[src/rtl/sorted_list_reader.sv]
// Snapshots a 16-slot sorted list on start and streams the records, rank 1 first,
// over a valid/ready handshake, optionally skipping all-zero slots.
module sorted_list_reader #(
  parameter int NUM_ENTRIES = 16,
  parameter bit SKIP_EMPTY  = 1'b1
) (
  input  logic        clk,
  input  logic        rst,
  input  logic        en,
  input  logic        start,
  input  logic [31:0] sorted_data1,
  input  logic [31:0] sorted_data2,
  input  logic [31:0] sorted_data3,
  input  logic [31:0] sorted_data4,
  input  logic [31:0] sorted_data5,
  input  logic [31:0] sorted_data6,
  input  logic [31:0] sorted_data7,
  input  logic [31:0] sorted_data8,
  input  logic [31:0] sorted_data9,
  input  logic [31:0] sorted_data10,
  input  logic [31:0] sorted_data11,
  input  logic [31:0] sorted_data12,
  input  logic [31:0] sorted_data13,
  input  logic [31:0] sorted_data14,
  input  logic [31:0] sorted_data15,
  input  logic [31:0] sorted_data16,
  output logic [31:0] out_data,
  output logic        out_valid,
  input  logic        out_ready,
  output logic        out_last,
  output logic        busy,
  output logic        done,
  output logic [4:0]  sent_count
);

  localparam int IDX_W = $clog2(NUM_ENTRIES);

  typedef enum logic [1:0] {IDLE, SEND, DONE} state_t;

  state_t                 state_q, state_d;
  logic [NUM_ENTRIES-1:0] mask_q, mask_d;
  logic [4:0]             sent_count_q, sent_count_d;
  logic [31:0]            snap_q [NUM_ENTRIES];
  logic [31:0]            snap_d [NUM_ENTRIES];
  logic [31:0]            slot_in [NUM_ENTRIES];

  logic [IDX_W-1:0]       low_idx;
  logic [NUM_ENTRIES-1:0] mask_rest;
  logic                   xfer;

  always_comb begin
    slot_in[0]  = sorted_data1;
    slot_in[1]  = sorted_data2;
    slot_in[2]  = sorted_data3;
    slot_in[3]  = sorted_data4;
    slot_in[4]  = sorted_data5;
    slot_in[5]  = sorted_data6;
    slot_in[6]  = sorted_data7;
    slot_in[7]  = sorted_data8;
    slot_in[8]  = sorted_data9;
    slot_in[9]  = sorted_data10;
    slot_in[10] = sorted_data11;
    slot_in[11] = sorted_data12;
    slot_in[12] = sorted_data13;
    slot_in[13] = sorted_data14;
    slot_in[14] = sorted_data15;
    slot_in[15] = sorted_data16;
  end

  // Scanning downwards leaves the lowest set index as the final winner.
  always_comb begin
    low_idx = '0;
    for (int i = NUM_ENTRIES - 1; i >= 0; i--) begin
      if (mask_q[i]) low_idx = IDX_W'(i);
    end
  end

  // Mask with its lowest set bit removed; zero means the current record is the last.
  assign mask_rest = mask_q & (mask_q - NUM_ENTRIES'(1));

  assign out_valid  = (state_q == SEND) & (|mask_q) & en;
  assign out_data   = out_valid ? snap_q[low_idx] : 32'h0;
  assign out_last   = out_valid & (mask_rest == '0);
  assign busy       = (state_q != IDLE);
  assign done       = (state_q == DONE);
  assign sent_count = sent_count_q;
  assign xfer       = out_valid & out_ready;

  always_comb begin
    // NOTE: every signal gets a hold default first so no path leaves it unassigned,
    // which would otherwise infer a latch.
    state_d      = state_q;
    mask_d       = mask_q;
    sent_count_d = sent_count_q;
    snap_d       = snap_q;
    if (en) begin
      case (state_q)
        IDLE: begin
          if (start) begin
            snap_d = slot_in;
            for (int i = 0; i < NUM_ENTRIES; i++) begin
              mask_d[i] = SKIP_EMPTY ? (slot_in[i] != 32'h0) : 1'b1;
            end
            sent_count_d = 5'd0;
            state_d      = SEND;
          end
        end
        SEND: begin
          if (mask_q == '0) begin
            state_d = DONE;
          end else if (xfer) begin
            mask_d       = mask_rest;
            sent_count_d = sent_count_q + 5'd1;
          end
        end
        DONE:    state_d = IDLE;
        default: state_d = IDLE;
      endcase
    end
  end

  // NOTE: state registers use non-blocking assignments so every flop samples the
  // pre-edge value of its neighbours; blocking here would create ordering races.
  always_ff @(posedge clk) begin
    if (rst) begin
      state_q      <= IDLE;
      mask_q       <= '0;
      sent_count_q <= 5'd0;
    end else begin
      state_q      <= state_d;
      mask_q       <= mask_d;
      sent_count_q <= sent_count_d;
    end
  end

  // NOTE: the snapshot is deliberately left out of reset; the cleared mask already
  // hides its contents, and leaving memories unreset keeps them as plain storage.
  always_ff @(posedge clk) begin
    snap_q <= snap_d;
  end

endmodule
[config.mk]
export PLATFORM = sky130hd
export DESIGN_NAME = sorted_list_reader
export DESIGN_NICKNAME = d
export VERILOG_FILES = /design/src/rtl/sorted_list_reader.sv
export SDC_FILE = /design/constraint.sdc
export NUM_CORES = 1
export LEC_CHECK = 0
export ABC_CLOCK_PERIOD_IN_PS = 46700
export BUFFER_PORTS_ARGS = -buffer_cell sky130_fd_sc_hd__buf_4
export CAP_MARGIN = 20
export CORE_MARGIN = 2
export CORE_UTILIZATION = 25
export CTS_CLUSTER_DIAMETER = 120
export DETAILED_ROUTE_END_ITERATION = 16
export PLACE_DENSITY = 0.52
export REMOVE_ABC_BUFFERS = 1
export SLEW_MARGIN = 10
export SYNTH_ARGS = -nofsm -noshare
export SYNTH_HDL_FRONTEND = slang
export SYNTH_SLANG_ARGS = --single-unit
[constraint.sdc]
create_clock -name clk -period 46.7 [get_ports clk]
set_input_delay 9.34 -clock clk [delete_from_list [all_inputs] [get_ports clk]]
set_output_delay 9.34 -clock clk [all_outputs]
set_load 0.1 [all_outputs]
## Yosys cells after proc, flatten, opt, wreduce, memory -nomap -nowiden

Cells that the tools add are included.

| storage, ports and cells | value |
|---|---|
| bits in registers | 535 |
| bits of input ports | 517 |

| cells by class | value |
|---|---|
| bitwise gates (word level) | 6 |
| add/sub/neg operators | 2 |
| magnitude comparators | 1 |
| multiplexer cells | 31 |
| reductions and logical operators | 25 |
| equal/unequal tests | 6 |

Operator list:

| cell | count |
|---|---|
| $reduce_bool 32->1 | 16 |
| $bmux 32 s4 | 1 |
| $mux 32 | 3 |
| $mux 4 | 16 |
| $mux 16 | 3 |
| $logic_not 16->1 | 2 |
| $pmux 16 s2 | 1 |
| $and 16x16->16 | 1 |
| $reduce_or 16->1 | 1 |
| $sub 16x1->16 const B | 1 |
| $mux 5 | 3 |
| $pmux 5 s2 | 1 |
| $ne 2x2->1 const B | 3 |
| $reduce_and 3->1 | 2 |
| $add 5x1->5 const B | 1 |
| $ge 5x5->1 const B | 1 |
| $not 4->5 | 1 |
| $reduce_and 5->1 | 1 |
| $and 1x1->1 | 4 |
| $mux 2 | 2 |
| $pmux 2 s2 | 1 |
| $reduce_bool 2->1 | 2 |
| $eq 2x1->1 const B | 1 |
| $eq 2x2->1 const B | 1 |
| 2 further kinds | 2 |

## Logic depth before layout (Yosys ltp)

Gate-level depths: netlist (run 1).

| logic depth | value |
|---|---|
| depth after elaboration | 21 |
| gate-level depth with buffers | 11 |

## Worst setup path after synthesis (run 1)

Ideal clock, no wire load.

| timing path | value |
|---|---|
| path kind | in2reg |
| from | in start |
| to | reg mask_q[0] |
| stages on the path | 7 |
| path buffers | 2 |
| path slack | 20.984 ns |
| arrival time | 25.595 ns |
| required time | 46.579 ns |
| cell sequence | nand2_1 > or2_2 > clkbuf_1 > inv_1 > clkbuf_1 > o21ai_0 > a21oi_1 |

| on the way | value |
|---|---|
| word-level cells in the longest chain between the ends | 2 |

RTL lines:

| item | line | RTL |
|---|---|---|
| from (decl) | 10 | `input logic start,` |
| $ne 2x2->1 (no source line) | n/a |  |
| $reduce_and 5->1 (no source line) | n/a |  |
| to (signal assigned) | 131 | `mask_q <= mask_d;` |
| to (decl) | 41 | `logic [NUM_ENTRIES-1:0] mask_q, mask_d;` |

No other way between the ends.
A chain may end at the register's enable or synchronous reset.

## Final worst setup path (run 1)

| timing path | value |
|---|---|
| from | in en |
| to | out out_data[1] |

| on the way | value |
|---|---|
| word-level cells in the longest chain between the ends | 2 |

RTL lines:

| item | line | RTL |
|---|---|---|
| from (decl) | 9 | `input logic en,` |
| $and 1x1->1 | 81 | `assign out_valid = (state_q == SEND) & (\|mask_q) & en;` |
| $mux 32 | 82 | `assign out_data = out_valid ? snap_q[low_idx] : 32'h0;` |
| to (decl) | 27 | `output logic [31:0] out_data,` |

No other way between the ends.

==> results of run 1 <==
-- through the flow --
step / setup slack (ps) / area (sq um) / utilization, % / instances
final: 26110 / 30500 / 33.83 / 3480
after global routing: 26040 / 30480 / 33.81 / 3474
after CTS: 26090 / 30450 / 33.78 / 3470
after detailed placement: 26100 / 28200 / 31.28 / 3351
after global placement: 26130 / 28170 / 31.25 / 3350
after floorplan: 24220 / 22200 / - / 1591
-- kinds of logic after synthesis --
group / count (synthesis)
muxes: 9
DFF: 535
adders and majority gates: 2
buffers and inverters: 126
xor gates and xnor gates: 3
and+or+nand+nor: 627
AOI/OAI and AO/OA: 407
-- final cells by class --
class	count	area, sq um
Antenna cell	9	22.52
Clock buffer	74	1724
Clock inverter	45	528.0
Fill cell	8865	59650
Inverter	8	37.54
Multi-Input combinational cell	1048	6435
Sequential cell	535	15840
Tap cell	1176	1471
Timing Repair Buffer	585	4444
-- sequential cells by signal, indices dropped and copies added (netlist names) --
signal,flops
sent_count,5
state_q,2
snap_q,512
mask_q,16
-- Yosys cell counts (all sizes together) (9+ instances only) --
library cell,count,share of area [%]
a22o,23,0.89
a21oi,103,2.3
a211o,12,0.46
nand3,66,1.5
edfxtp,512,68
o31ai,43,1.4
nand4,34,0.93
nor2,39,0.68
a21o,32,1.1
mux2i,9,0.40
nor3,10,0.22
nand2,174,2.9
o21ai,56,1.2
a21boi,21,0.69
o41ai,10,0.65
and3,127,3.5
or4,29,0.97
a211oi,65,2.1
buf,49,1.3
dfxtp,23,2.0
clkbuf,69,1.1
a31oi,14,0.38
nor4,131,3.7
-- power groups by stage --
stage | Clock [mW] | Combinational [mW] | Sequential (mW)
2_1_floorplan | 0 | 0.144 | 0.585
3_3_place_gp | 0 | 0.286 | 0.574
3_5_place_dp | 0 | 0.285 | 0.575
4_1_cts | 0.547 | 0.286 | 0.565
5_1_grt | 0.564 | 0.304 | 0.567
6_report | 0.536 | 0.287 | 0.565
-- per-layer routing --
layer | vias up | global-route usage, %
li1 | 7954 | -
met1 | 9064 | 29.02
met2 | 919 | 33.33
met3 | 143 | 5.754
met4 | 24 | 5.556
met5 | - | 0
-- critical path, stage by stage --
cell	delay, ps
buf_4	120
nand2_1	110
nor2_2	100
buf_4	270
o31ai_1	110
or4_1	550
o31ai_1	220
buf_4	400
-- path summary, 6_finish.rpt --
kind | endpoint | cells after the start | start
setup / recovery | out_data[1] | 8 | en
hold / removal | sent_count[1] | 2 | sent_count[1]
setup reg to reg | mask_q[13] | 6 | state_q[0]
hold reg to reg | sent_count[1] | 2 | sent_count[1]
==> flow_metrics.py, run 1 <==
metrics = {
    "sta": {
        "maxSlewViolCount": 0,
        "worst_pin_slew_ps": 1099,
        "setup_viol": 0,
        "finalHoldViolCount": 0,
        "rsz0062_at_grt": "false",
        "tns_ps": 0,
        "slew_headroom_pct": 26.75,
        "fmax_mhz": 48.57,
        "hold_ws_ps": 519.8,
        "fin_crit_ps": 20590,
        "period_share_pct": 44.09,
        "fin_worst_skew_ps": 29.09,
    },
    "synth": {
        "synthXorXnorAreaFrac_pct": 0.1155,
        "muxShareOfSynthArea_pct": 0.3960,
        "ys.warnings.count": 0,
        "synthAdderAreaFrac_pct": 0.09900,
        "synth_simple_gate_area_share_pct": 14.84,
        "synth_area_sq_um": 22750,
        "syn_area_per_cell_sq_um": 13.31,
        "syn_inst": 1709,
        "ys_ff_latch": 535,
        "synth_edf_count": 512,
        "yosys_most_used_dff": "edfxtp_1",
        "synth_seq_area_share_pct": 69.61,
        "synth_compound_area_share_pct": 12.37,
        "synth_cell_types": 60,
        "async_flop_share_pct": 0,
        "synth_top_family_by_area": "simple AND/OR/NAND/NOR gates",
    },
    "drt": {
        "top_layer": "met5",
        "wl_met1_um": 44590,
        "routed_wl_um": 102600,
        "drc": 0,
        "num_vias": 18100,
        "drtIter0Drc": 1856,
        "wl_met3_um": 8524,
        "wl_per_cell_um": 29.49,
        "via_per_inst": 5.202,
        "detail-route-antenna-nets": 0,
        "dr_wl_met2_um": 46900,
        "dr.pass1.iters": 5,
    },
    "grt": {
        "grt_max_degree": 184,
        "grt_usage_pct": 21.28,
        "antenna_found_initial": 24,
        "overflow": 0,
        "grt_pass1_vias": 18110,
        "grt_pass1_wl_um": 139800,
    },
    "power_and_ir_drop": {
        "p_int_mw": 0.9656,
        "p_switching_mw": 0.4220,
        "pwr-share-seq_pct": 40.7,
        "power_mw": 1.388,
        "p_clk_share_pct": 38.6,
        "power.static_leakage_nw": 11.17,
        "p_sw_share_pct": 30.41,
        "ir_worst_vdd_mv": 0.01972,
        "p_comb_share_pct": 20.7,
        "p_per_area_nw_per_um2": 45.50,
    },
    "floorplanning": {
        "fp.coreArea_sq_um": 90150,
        "ioPinCount": 558,
        "start_util_pct": 25.24,
        "die-area_sq_um": 93430,
        "die_h_um": 305.7,
        "dieWidth_um": 305.7,
        "rows": 110,
    },
    "clock_network": {
        "cts_setup_buffers": 0,
        "clk_pin_slew_ps": 50,
        "numCtsBuffers": 67,
        "ctsHoldBuffers": 0,
        "clkSinkCount": 535,
        "ctsResizeCount": 0,
        "clockBufferDepth": 3,
        "cts_tree": "yes",
        "insertion_delay_ps": 620,
        "h-tree-depth": 3,
        "root_buffer": "clkbuf_16",
    },
    "layout": {
        "syn_to_final_growth_pct": 34.06,
        "layout-drive-gt1-share_pct": 31.33,
        "nNetsFinal": 2763,
        "final_common_cell": "buf_4",
        "layout_common_cells": "582 x buf_4, 512 x edfxtp_1, 172 x nand2_1",
    },
    "critical_path": {
        "crit_path_max_fanout": 20,
        "worstPathArrival_ps": 11250,
        "cp.required_ps": 37360,
        "critPathKind": "in2out",
        "start_kind": "primary input",
        "critPathCaptureType": "output pin",
        "r2r_slack_ps": 43040,
    },
    "placed_design": {
        "hpwlAfterDp_um": 78390,
        "io_buffers": 557,
        "place.gp.congestion": 0.9114,
    },
    "job": {
        "drv_cap": 0,
    },
    "hold_path": {
        "hold_class": "reg2reg",
    },
    "run_status": {
        "status": "complete, no violations",
    },
}
(Power assumes the default switching activity.)
==> inputs of run 2 (changes only) <==
ABC_CLOCK_PERIOD_IN_PS = 18800   (was 46700)
PLACE_DENSITY = 0.54   (was 0.52)
clock period = 18.8 ns   (was 46.7 ns; I/O delays follow)
==> run 2 against run 1 <==
Count of clock-buffer cells in the layout is 6 higher. Critical path type unchanged. Sequential power is 150% higher. Combinational power is 140% higher. Utilization is 0.21 points lower.
==> flow_metrics.py, run 2 (synthesized netlist as in run 1, its figures left out) <==
metrics = {
    "run_status": {
        "status": "complete, no violations",
    },
    "power_and_ir_drop": {
        "p_per_area_nw_per_um2": 111.2,
        "p_comb_share_pct": 20.8,
        "p_int_mw": 2.331,
        "ir_worst_vdd_mv": 0.04712,
        "pwr-share-seq_pct": 41.6,
        "p_clk_share_pct": 37.6,
        "p_switching_mw": 1.039,
        "power.static_leakage_nw": 11.10,
        "p_sw_share_pct": 30.84,
    },
    "grt": {
        "antenna_found_initial": 23,
        "grt_max_degree": 202,
        "grt_usage_pct": 20.71,
        "grt_pass1_vias": 17980,
        "grt_pass1_wl_um": 137000,
        "overflow": 0,
    },
    "critical_path": {
        "start_kind": "primary input",
        "critPathKind": "in2out",
        "path_cells": "buf_4 -> nand2_1 -> nor2_2 -> buf_4 -> o31ai_1 -> or4_1 -> o31ai_1 -> buf_4",
        "cp_slowest_stage_delay_ps": 620,
        "crit_path_max_fanout": 20,
        "worstPathArrival_ps": 5800,
        "crit_top_cell": "buf_4",
        "cp.required_ps": 15040,
        "critPathCaptureType": "output pin",
        "crit_slowest_cell": "or4_1",
        "critPathTopFamily": "simple AND/OR/NAND/NOR gates",
        "cp_num_buf_inv": 3,
    },
    "drt": {
        "drc": 0,
        "routed_wl_um": 100300,
        "num_vias": 18170,
        "wl_per_cell_um": 28.87,
        "detail-route-antenna-nets": 0,
        "dr.pass1.iters": 5,
        "via_per_inst": 5.228,
        "drtIter0Drc": 1885,
    },
    "clock_network": {
        "root_buffer": "clkbuf_16",
        "h-tree-depth": 3,
        "insertion_delay_ps": 620,
        "clockBufferDepth": 3,
        "numCtsBuffers": 66,
        "clk_pin_slew_ps": 50,
        "ctsHoldBuffers": 0,
        "cts_setup_buffers": 0,
        "ctsResizeCount": 0,
        "cts_tree": "yes",
        "clkSinkCount": 535,
    },
    "layout": {
        "layout_common_cells": "581 x buf_4, 512 x edfxtp_1, 172 x nand2_1",
        "n_fill_cell": 8924,
        "seqCellArea_sq_um": 15840,
        "layout-drive-gt1-share_pct": 31.01,
        "multiInputGateArea_sq_um": 6434,
        "nNetsFinal": 2759,
        "syn_to_final_growth_pct": 33.23,
        "final_common_cell": "buf_4",
        "regMostFlops": "snap_q",
        "final_util_pct": 33.62,
        "largest_reg_flops": 512,
    },
    "sta": {
        "slew_headroom_pct": 19.80,
        "period_share_pct": 50.87,
        "fin_crit_ps": 9564,
        "tns_ps": 0,
        "maxSlewViolCount": 0,
        "finalHoldViolCount": 0,
        "rsz0062_at_grt": "false",
        "worst_pin_slew_ps": 1203,
        "fin_worst_skew_ps": 33.26,
        "fmax_mhz": 104.6,
        "setup_viol": 0,
        "hold_ws_ps": 507.5,
    },
    "job": {
        "drv_cap": 0,
    },
    "floorplanning": {
        "die-area_sq_um": 93430,
        "start_util_pct": 25.24,
        "fp.coreArea_sq_um": 90150,
        "die_h_um": 305.7,
        "rows": 110,
        "dieWidth_um": 305.7,
        "ioPinCount": 558,
    },
    "placed_design": {
        "place.gp.congestion": 0.9302,
        "hpwlAfterDp_um": 75730,
        "io_buffers": 557,
    },
    "hold_path": {
        "hold_class": "reg2reg",
    },
}
run 2: changes by cell type in the layout (fill, tap and decap cells not counted), moves of 2 or more:
cell        before  now
clkinvlp_4       5    2
clkinv_4         3    5
diode_2          9    7
bufinv_16       10    5
clkbuf_1         6   12
buf_16           2    0
run 2: final timing paths:
path / from / end / slack [ps] / cells past startpoint
min reg2reg: sent_count[1] / sent_count[1] / 510 / 2
max reg2reg: state_q[0] / snap_q[121] / 14030 / 6
max: en / out_data[0] / 9240 / 8
min: sent_count[1] / sent_count[1] / 510 / 2
run 2: through the flow:
stage	area (sq um)	worst slack, ps	power, mW	cells
after global routing	30300	9210	3.487	3473
after global placement	28160	9276	2.130	3349
after CTS	30290	9255	3.398	3469
after detailed placement	28160	9258	2.127	3349
final	30310	9236	3.371	3476
after floorplan	22200	3302	1.810	1591
run 2: routing by layer:
metal | up-vias | global-route usage (%) | part of all wire, %
li1 | 7931 | - | -
met5 | - | 0 | 0.10
met3 | 172 | 5.422 | 8.5
met2 | 956 | 32.70 | 46
met1 | 9097 | 27.67 | 42
met4 | 16 | 6.622 | 3.4
run 2: final cells by class:
cell class	instances	area share, %
multi-input cells	1048	21.23
clock inverters	40	1.271
repair buffers	582	14.46
diodes	7	0.05779
inverters	8	0.1238
flip-flops and latches	535	52.25
clock buffers	80	5.763
well taps	1176	4.855
run 2: power groups by stage:
stage	Clock [mW]	Combinational [mW]	Sequential (mW)
floorplan	0	0.358	1.45
global placement	0	0.703	1.43
detailed placement	0	0.699	1.43
CTS	1.29	0.701	1.40
global route	1.34	0.743	1.41
finish	1.27	0.701	1.40
run 2: worst min-delay path: cells and delay by family (launching register included):
kind	cells	cell delay, ps
simple gates	1	70
flops	1	340
compound gates	1	50
==> inputs of run 3 (changes only) <==
ABC_CLOCK_PERIOD_IN_PS = 9900   (was 18800)
PLACE_DENSITY = 0.52   (was 0.54)
clock period = 9.9 ns   (was 18.8 ns; I/O delays follow)
==> run 3 against run 2 <==
Non-clock buffer count up 3. Utilization grew 0.24 points. Sequential share of layout area is 0.37 points lower. Cell area increased by 0.71%. Register-to-register slack got worse by 7600 ps. Worst hold slack better by 5.2 ps. Sequential power increased by 91%. Via count decreased by 1.5%. Critical path type is now reg2out. Largest cell class unchanged.
==> flow_metrics.py, run 3 (synthesized netlist as in run 1, its figures left out) <==
metrics = {
    "power_and_ir_drop": {
        "p_per_area_nw_per_um2": 215.2,
        "pwr-share-seq_pct": 40.6,
        "p_comb_share_pct": 19.8,
        "p_switching_mw": 1.949,
        "power.static_leakage_nw": 11.21,
        "p_sw_share_pct": 29.66,
        "p_clk_share_pct": 39.6,
        "power_mw": 6.570,
        "ir_worst_vdd_mv": 0.1052,
        "p_int_mw": 4.621,
    },
    "placed_design": {
        "place_ws_ps": 3583,
        "place.gp.congestion": 0.9346,
        "place_inst": 3351,
        "dpl-instance-area_sq_um": 28190,
        "io_buffers": 557,
        "hpwlAfterDp_um": 75350,
    },
    "clock_network": {
        "ctsResizeCount": 0,
        "cts_tree": "yes",
        "clk_pin_slew_ps": 60,
        "insertion_delay_ps": 590,
        "clkSinkCount": 535,
        "ctsHoldBuffers": 0,
        "cts_setup_buffers": 0,
        "numCtsBuffers": 68,
        "h-tree-depth": 3,
        "clockBufferDepth": 3,
        "root_buffer": "clkbuf_16",
    },
    "critical_path": {
        "critPathTopFamily": "compound AO/OA/AOI/OAI gates",
        "crit_slowest_cell": "buf_4",
        "path_cells": "nor2_1 -> a221o_1 -> a221o_4 -> nand2_8 -> buf_4 -> a211oi_1 -> or4_1 -> o31ai_1 -> buf_4",
        "worstPathArrival_ps": 5040,
        "start_kind": "register",
        "cp.required_ps": 7920,
        "crit_path_max_fanout": 74,
        "crit_top_cell": "buf_4",
        "cp_slowest_stage_delay_ps": 770,
        "critPathCaptureType": "output pin",
        "critPathKind": "reg2out",
        "cp_num_buf_inv": 2,
    },
    "drt": {
        "num_vias": 17900,
        "dr.pass1.iters": 5,
        "drtIter0Drc": 2164,
        "detail-route-antenna-nets": 0,
        "routed_wl_um": 99270,
        "drc": 0,
        "wl_per_cell_um": 28.51,
        "via_per_inst": 5.140,
    },
    "sta": {
        "finalHoldViolCount": 0,
        "maxSlewViolCount": 0,
        "slew_headroom_pct": 10.02,
        "setup_viol": 0,
        "fin_crit_ps": 7024,
        "tns_ps": 0,
        "fmax_mhz": 142.4,
        "hold_ws_ps": 512.7,
        "fin_worst_skew_ps": 26.55,
        "worst_pin_slew_ps": 1350,
        "fin_ws_ps": 2876,
        "period_share_pct": 70.95,
        "rsz0062_at_grt": "false",
    },
    "layout": {
        "largest_reg_flops": 512,
        "multiInputGateArea_sq_um": 6434,
        "fin_area_sq_um": 30520,
        "layout_common_cells": "581 x buf_4, 512 x edfxtp_1, 172 x nand2_1",
        "n_fill_cell": 8927,
        "layout-drive-gt1-share_pct": 31.21,
        "regMostFlops": "snap_q",
        "final_util_pct": 33.86,
        "final_common_cell": "buf_4",
        "nNetsFinal": 2764,
        "syn_to_final_growth_pct": 34.17,
        "seqCellArea_sq_um": 15840,
        "fin_cells": 3482,
    },
    "hold_path": {
        "hold_class": "reg2reg",
    },
    "grt": {
        "grt_max_degree": 200,
        "grt_usage_pct": 20.62,
        "grt_pass1_wl_um": 136800,
        "grt_pass1_vias": 18360,
        "overflow": 0,
        "antenna_found_initial": 23,
    },
    "floorplanning": {
        "rows": 110,
        "dieWidth_um": 305.7,
        "die_h_um": 305.7,
        "ioPinCount": 558,
        "die-area_sq_um": 93430,
        "start_util_pct": 25.24,
        "fp.coreArea_sq_um": 90150,
    },
    "job": {
        "drv_cap": 0,
    },
    "run_status": {
        "status": "complete, no violations",
    },
}
## run 3: cell types whose count changed in the layout (fill, tap and decap cells not counted), moves of 2 or more
cell	delta
bufinv_16	+7
clkbuf_1	-3
clkinv_4	-2
clkinv_8	-3
diode_2	+2
## run 3: path summary, 6_finish.rpt
check	start	to	slack [ps]	cells after the start
setup reg to reg	state_q[1]	snap_q[499]	6450	4
hold / removal	sent_count[1]	sent_count[1]	510	2
setup / recovery	mask_q[13]	out_data[28]	2880	9
hold reg to reg	sent_count[1]	sent_count[1]	510	2
## run 3: layout make-up
cell class / instances / share of cell area, %
Antenna cell: 9 / 0.07379
Clock buffer: 78 / 5.768
Clock inverter: 43 / 1.771
Inverter: 8 / 0.1230
Multi-Input combinational cell: 1048 / 21.08
Sequential cell: 535 / 51.88
Tap cell: 1176 / 4.821
Timing Repair Buffer: 585 / 14.49
## run 3: layer usage
| layer | routed length [um] | global-route usage (%) | vias to the layer above |
|---|---|---|---|
| met1 | 40760 | 26.79 | 8847 |
| met2 | 45470 | 32.33 | 942 |
| met4 | 3431 | 7.572 | 10 |
| li1 | - | - | 7944 |
| met3 | 9542 | 6.281 | 156 |
| met5 | 70 | 0 | - |
## run 3: power by group through the flow
stage / logic, mW / clock network [mW] / registers [mW]
2_1_floorplan: 0.680 / 0 / 2.76
3_3_place_gp: 1.30 / 0 / 2.71
3_5_place_dp: 1.30 / 0 / 2.71
4_1_cts: 1.31 / 2.64 / 2.67
5_1_grt: 1.39 / 2.73 / 2.68
6_report: 1.30 / 2.60 / 2.67
## run 3: tightest hold or removal path, stage by stage (launching register included)
cell and delay, ps:
dfxtp_1 340, nand2_1 70, a21oi_1 50
